## src/rtl/usb_rx_packet_assembler.sv

```systemverilog
// Assembles one USB packet (PID + up to MAX_BYTES bytes) per receive burst, checks
// the CRC16 of DATA packets and holds the result behind a valid/ack handshake.
module usb_rx_packet_assembler #(
    parameter int MAX_BYTES = 66
) (
    input  logic         clk,
    input  logic         n_rst,
    input  logic         rx_active,
    input  logic         new_byte,
    input  logic [7:0]   rx_data,
    input  logic         pkt_ack,
    output logic         pkt_valid,
    output logic [3:0]   pkt_pid,
    output logic [511:0] pkt_data,
    output logic [6:0]   pkt_len,
    output logic         crc_ok,
    output logic         pid_err,
    output logic         overflow,
    output logic         drop
);

    localparam int          OUT_BYTES    = (MAX_BYTES < 64) ? MAX_BYTES : 64;
    localparam logic [6:0]  MAX_CNT      = 7'(MAX_BYTES);
    localparam logic [15:0] CRC_INIT     = 16'hFFFF;
    localparam logic [15:0] CRC_RESIDUAL = 16'hB001;

    typedef enum logic [1:0] {
        IDLE,
        PID,
        DATA,
        DONE
    } state_t;

    state_t      state;
    state_t      state_next;

    logic        new_byte_d;
    logic        byte_acc;
    logic [6:0]  cnt;
    logic [15:0] crc;
    logic [7:0]  buf_q [MAX_BYTES];

    logic        load_pid;
    logic        data_byte;
    logic        finish;
    logic        take_ack;
    logic        set_drop;
    logic        is_data;
    logic [6:0]  len_calc;
    logic        crc_ok_calc;

    // Reflected CRC16 (poly 0x8005), one byte processed LSB first.
    function automatic logic [15:0] crc16_byte(input logic [15:0] crc_in, input logic [7:0] b);
        logic [15:0] c;
        c = crc_in;
        for (int i = 0; i < 8; i++)
            c = (c >> 1) ^ ((c[0] ^ b[i]) ? 16'hA001 : 16'h0000);
        return c;
    endfunction

    assign byte_acc = new_byte & ~new_byte_d;
    assign is_data  = (pkt_pid[1:0] == 2'b11);

    always_ff @(posedge clk or negedge n_rst) begin
        if (!n_rst) state <= IDLE;
        else        state <= state_next;
    end

    // NOTE: every signal driven here gets a default first, so no path can infer a latch.
    always_comb begin
        state_next = state;
        load_pid   = 1'b0;
        data_byte  = 1'b0;
        finish     = 1'b0;
        take_ack   = 1'b0;
        set_drop   = 1'b0;
        case (state)
            IDLE: begin
                // An ack wins over a coinciding burst start; that burst is taken next cycle.
                if (pkt_valid && pkt_ack)
                    take_ack = 1'b1;
                else if (rx_active) begin
                    if (pkt_valid) set_drop   = 1'b1;
                    else           state_next = PID;
                end
            end
            PID: begin
                if (byte_acc) begin
                    load_pid   = 1'b1;
                    state_next = DATA;
                end else if (!rx_active) begin
                    state_next = IDLE;
                end
            end
            DATA: begin
                data_byte = byte_acc;
                if (!rx_active) state_next = DONE;
            end
            DONE: begin
                finish     = 1'b1;
                state_next = IDLE;
            end
            default: state_next = IDLE;
        endcase
    end

    always_comb begin
        if (is_data) begin
            len_calc    = (cnt < 7'd2) ? 7'd0 : cnt - 7'd2;
            crc_ok_calc = (cnt >= 7'd2) && (crc == CRC_RESIDUAL);
        end else begin
            len_calc    = cnt;
            crc_ok_calc = 1'b1;
        end
    end

    // NOTE: the byte buffer is reset and cleared on ack like any other state, so stale
    // payload never leaks into a later, shorter packet.
    always_ff @(posedge clk or negedge n_rst) begin
        if (!n_rst) begin
            new_byte_d <= 1'b0;
            pkt_pid    <= 4'd0;
            pid_err    <= 1'b0;
            cnt        <= 7'd0;
            crc        <= CRC_INIT;
            overflow   <= 1'b0;
            pkt_valid  <= 1'b0;
            pkt_len    <= 7'd0;
            crc_ok     <= 1'b0;
            drop       <= 1'b0;
            for (int i = 0; i < MAX_BYTES; i++) buf_q[i] <= 8'd0;
        end else begin
            new_byte_d <= new_byte;
            if (load_pid) begin
                pkt_pid <= rx_data[3:0];
                pid_err <= (rx_data[7:4] != ~rx_data[3:0]);
                crc     <= CRC_INIT;
            end
            if (data_byte) begin
                crc <= crc16_byte(crc, rx_data);
                if (cnt < MAX_CNT) begin
                    buf_q[cnt] <= rx_data;
                    cnt        <= cnt + 7'd1;
                end else begin
                    overflow <= 1'b1;
                end
            end
            if (finish) begin
                pkt_valid <= 1'b1;
                pkt_len   <= len_calc;
                crc_ok    <= crc_ok_calc;
            end
            if (set_drop) drop <= 1'b1;
            if (take_ack) begin
                pkt_valid <= 1'b0;
                drop      <= 1'b0;
                cnt       <= 7'd0;
                overflow  <= 1'b0;
                pkt_len   <= 7'd0;
                crc_ok    <= 1'b0;
                for (int i = 0; i < MAX_BYTES; i++) buf_q[i] <= 8'd0;
            end
        end
    end

    // Bytes at or beyond pkt_len (CRC bytes, unused slots) read as zero.
    always_comb begin
        pkt_data = '0;
        for (int k = 0; k < OUT_BYTES; k++)
            if (7'(k) < pkt_len) pkt_data[8*k +: 8] = buf_q[k];
    end

endmodule
```

## config.mk

```make
export PLATFORM = sky130hd
export DESIGN_NAME = usb_rx_packet_assembler
export DESIGN_NICKNAME = d
export VERILOG_FILES = /design/src/rtl/usb_rx_packet_assembler.sv
export SDC_FILE = /design/constraint.sdc
export NUM_CORES = 1
export LEC_CHECK = 0
export CAP_MARGIN = 0
export CORE_MARGIN = 2
export CORE_UTILIZATION = 35
export CTS_CLUSTER_DIAMETER = 60
export CTS_CLUSTER_SIZE = 10
export DETAILED_ROUTE_END_ITERATION = 10
export PLACE_DENSITY = 0.67
export SKIP_CTS_REPAIR_TIMING = 1
export SKIP_LAST_GASP = 1
export SYNTH_ARGS = -nofsm -noshare
export SYNTH_HDL_FRONTEND = slang
export SYNTH_SLANG_ARGS = --single-unit
```

## constraint.sdc

```tcl
create_clock -name clk -period 2.15 [get_ports clk]
set_input_delay 0.215 -clock clk [delete_from_list [all_inputs] [get_ports clk]]
set_output_delay 0.215 -clock clk [all_outputs]
set_load 0.005 [all_outputs]
```

==> results.py <==
metrics = {
    "detailed_routing": {
        "first_iter_violations": 1876,
        "first_pass_iters": 5,
        "via_count": 25130,
        "ratio_of_routed_vias_to_standard_cells": 5.221,
        "wirelength_microns": 104600,
        "wl_per_cell_microns": 21.72,
        "ant_nets": 0,
        "route.detailed.drc": 0,
    },
    "layout": {
        "share_of_final_layout_standard_cells_stronger_than_drive_strength_1_pct": 16.34,
        "multiInputGateArea_sq_um": 12940,
        "layout.core_utilization_pct": 50.25,
        "areaGrowthSynthToFinish_pct": 42.20,
        "register_area_sq_um": 13890,
        "most_frequent_cells_in_the_layout": "sky130_fd_sc_hd__dfrtp_1, sky130_fd_sc_hd__nand2_1, sky130_fd_sc_hd__clkdlybuf4s50_1, sky130_fd_sc_hd__a21oi_1, sky130_fd_sc_hd__nand3_1",
        "layout.filler_cells": 7137,
        "final_common_cell": "sky130_fd_sc_hd__dfrtp_1",
        "fin_nets": 3763,
    },
    "floorplanning": {
        "fp.dieArea_sq_um": 80470,
        "core_region_area_sq_um": 77470,
        "ios": 541,
        "chipWidth_microns": 283.7,
        "rows": 102,
        "initial_cell_density_of_the_core_pct": 35.34,
        "die-height_microns": 283.7,
    },
    "status": {
        "run_status": "finished with violations",
        "violations": "negative setup slack",
    },
    "synth": {
        "synth_top_cell_by_area": "sky130_fd_sc_hd__dfrtp_1",
        "async_reset_ff_share_pct": 100.0,
        "yosys_register_bits": 554,
        "netlist_instances": 3047,
        "synth_cell_types": 59,
        "post_synth.cell_area_avg_sq_um": 8.984,
        "ys.flop_type": "sky130_fd_sc_hd__dfrtp_1",
        "seq_area_frac_synth_pct": 50.72,
        "synth_area_leaders": "sky130_fd_sc_hd__dfrtp_1, sky130_fd_sc_hd__and2_1, sky130_fd_sc_hd__a21oi_1",
        "synthDominantCellAreaShare_pct": 49.18,
        "syn-num-nets": 3066,
        "synth.yosys.warnings": 0,
        "synth_enable_flop_cells": 0,
        "syn-cell-area_sq_um": 27380,
    },
    "global_routing": {
        "grt_use_total_pct": 25.11,
        "wire_length_of_the_first_global_routing_pass_microns": 155700,
        "via_count_of_the_first_global_routing_pass": 24690,
        "number_of_antenna_violations_at_the_first_check_in_global_routing": 2,
        "gr-total-overflow": 0,
        "largest_net_degree_at_the_start_of_global_routing": 67,
    },
    "clock_tree": {
        "numCtsBuffers": 69,
        "clk_pin_slew_ns": 0.06,
        "clock_tree_from_tritoncts": "done",
        "numClockSinks": 554,
        "htree_levels": 3,
        "cts_max_path_buffers": 3,
        "worstSkewPairLatency_ns": 0.61,
        "cell_chosen_for_the_clock_root": "sky130_fd_sc_hd__clkbuf_16",
    },
    "worst_setup_path": {
        "worst-endpoint-required_ns": 1.93,
        "peak_per_stage_delay_on_the_critical_path_ns": 0.54,
        "timing.rr.start": "cnt[6]$_DFFE_PN0P_",
        "start_kind": "flop",
        "critical_path.cell_chain": "buf_4, and3_4, buf_8, a21oi_1, buf_4, nor2b_1, clkdlybuf4s50_1",
        "timing.critical_path.from": "pkt_len[5]$_DFFE_PN0P_",
        "cp_data_arrival_time_ns": 2.56,
        "most_common_cell_on_crit_path": "sky130_fd_sc_hd__buf_4",
        "timing.critical_path.fanout_max": 8,
        "crit_path_end_kind": "output pin",
        "crit_path_top_delay_cell": "sky130_fd_sc_hd__clkdlybuf4s50_1",
        "timing.setup.critical_path_class": "reg -> out",
    },
    "sta": {
        "worst-slew-pin-transition_ns": 0.7113,
        "min_setup_slack_post_route_ns": -0.6254,
        "timing.final.hold_violations": 0,
        "fin_skew_ns": 0.02668,
        "period_needed_ns": 2.775,
        "timing.final.crit_share_pct": 129.1,
        "grt_setup_unrepaired": "true",
        "max-slew-margin-rel_pct": 52.58,
        "max_clock_freq_ghz": 0.3603,
        "timing.final.max_slew_violations": 0,
        "tns_ns": -232.17,
        "setup_violations": 567,
    },
    "power": {
        "pwr_density_cell_nw_per_um2": 959.9,
        "leakagePower_nw": 18.32,
        "peak_supply_drop_mv": 0.7279,
    },
    "placement": {
        "dpl.hpwl_microns": 71350,
        "buffer_ports.inserted": 540,
        "globalplace.congestion": 0.8364,
    },
    "run": {
        "maxCapViolCount": 0,
    },
    "worst_hold_path": {
        "holdCritPathClass": "in -> reg",
        "hold_path.startpoint": "rx_data[1]",
    },
}
## registers in the layout (all words and copies together) (netlist names), named ones only
name / count
buf_q: 512
cnt: 7
crc: 16
crc_ok: 1
drop: 1
new_byte_d: 1
overflow: 1
pid_err: 1
pkt_len: 7
pkt_pid: 4
pkt_valid: 1
state: 1
## cell families after synthesis
| kind of cell | share of synthesized area [%] |
|---|---|
| xor+xnor | 1.207 |
| compound gates | 8.803 |
| flops | 50.72 |
| buf+inv | 3.789 |
| mux | 5.210 |
| fa+ha+maj | 0.2742 |
| simple gates | 30.00 |
## layout make-up
cell class / count / area share, %
sequential: 554 / 35.68
multi-input combinational: 2245 / 33.24
timing repair buffer: 866 / 22.51
clock buffer: 85 / 4.747
tap: 1040 / 3.343
clock inverter: 12 / 0.3760
inverter: 8 / 0.07714
antenna: 3 / 0.01928
## cell usage after synthesis (11+ instances only)
| cell type | instances |
|---|---|
| sky130_fd_sc_hd__nand3_1 | 379 |
| sky130_fd_sc_hd__and2_1 | 342 |
| sky130_fd_sc_hd__dfrtp_1 | 538 |
| sky130_fd_sc_hd__dfstp_2 | 16 |
| sky130_fd_sc_hd__nor2_8 | 11 |
| sky130_fd_sc_hd__nand2_1 | 464 |
| sky130_fd_sc_hd__xnor2_1 | 25 |
| sky130_fd_sc_hd__nor2b_1 | 181 |
| sky130_fd_sc_hd__clkbuf_1 | 189 |
| sky130_fd_sc_hd__a21oi_1 | 412 |
| sky130_fd_sc_hd__nor2_1 | 176 |
| sky130_fd_sc_hd__buf_2 | 37 |
| sky130_fd_sc_hd__o21ai_0 | 32 |
| sky130_fd_sc_hd__mux2i_1 | 138 |
## worst max-delay path: cells and delay by family (launching register included)
| kind | cells | cell delay (ns) |
|---|---|---|
| buffers and inverters | 4 | 1.02 |
| AND/OR/NAND/NOR | 2 | 0.43 |
| flip-flops | 1 | 0.42 |
| AO/OA/AOI/OAI | 1 | 0.09 |
## metal layers
metal	wire, microns	part of all wire, %	vias up	track usage (%)
met5	0	0	-	0
met4	4075	3.9	0	10.54
met3	6300	6.0	214	3.569
met2	50340	48	1049	41.22
met1	43840	42	12380	33.22
li1	-	-	11490	-
## stage by stage
step	instances	power (mW)	cell area [sq um]	hold WS, ns	setup slack, ns
2_1_floorplan	3047	17.00	27380	-0.08059	0.09046
3_3_place_gp	4675	24.44	35930	0.2506	-0.4194
3_5_place_dp	4675	24.50	35930	0.2556	-0.4410
4_1_cts	4772	35.30	37920	-0.3847	-1.102
5_1_grt	4812	38.99	38930	0.08508	-0.7052
6_report	4813	37.37	38930	0.07976	-0.6254
## report_power, final
| group | switching [mW] | leakage, nW | internal, mW |
|---|---|---|---|
| logic | 8.74 | 9.71 | 6.18 |
| registers | 0.534 | 7.64 | 11.2 |
| clock network | 4.48 | 0.975 | 6.27 |
| total | 13.8 | 18.3 | 23.6 |
## worst paths after layout
check | to | slack (ns) | depth (start not counted)
worst max-delay path | pkt_data[470] | -0.63 | 7
worst min-delay path | crc[8]$_DFFE_PN1P_ | 0.08 | 4
worst max register to register | buf_q[522]$_DFFE_PN0P_ | -0.06 | 6
worst min register to register | overflow$_DFFE_PN0P_ | 0.51 | 2
max in group asynchronous | buf_q[172]$_DFFE_PN0P_ | 1.09 | 3
min in group asynchronous | buf_q[178]$_DFFE_PN0P_ | 0.21 | 2
Note: power is estimated with default switching activity, not from simulation.
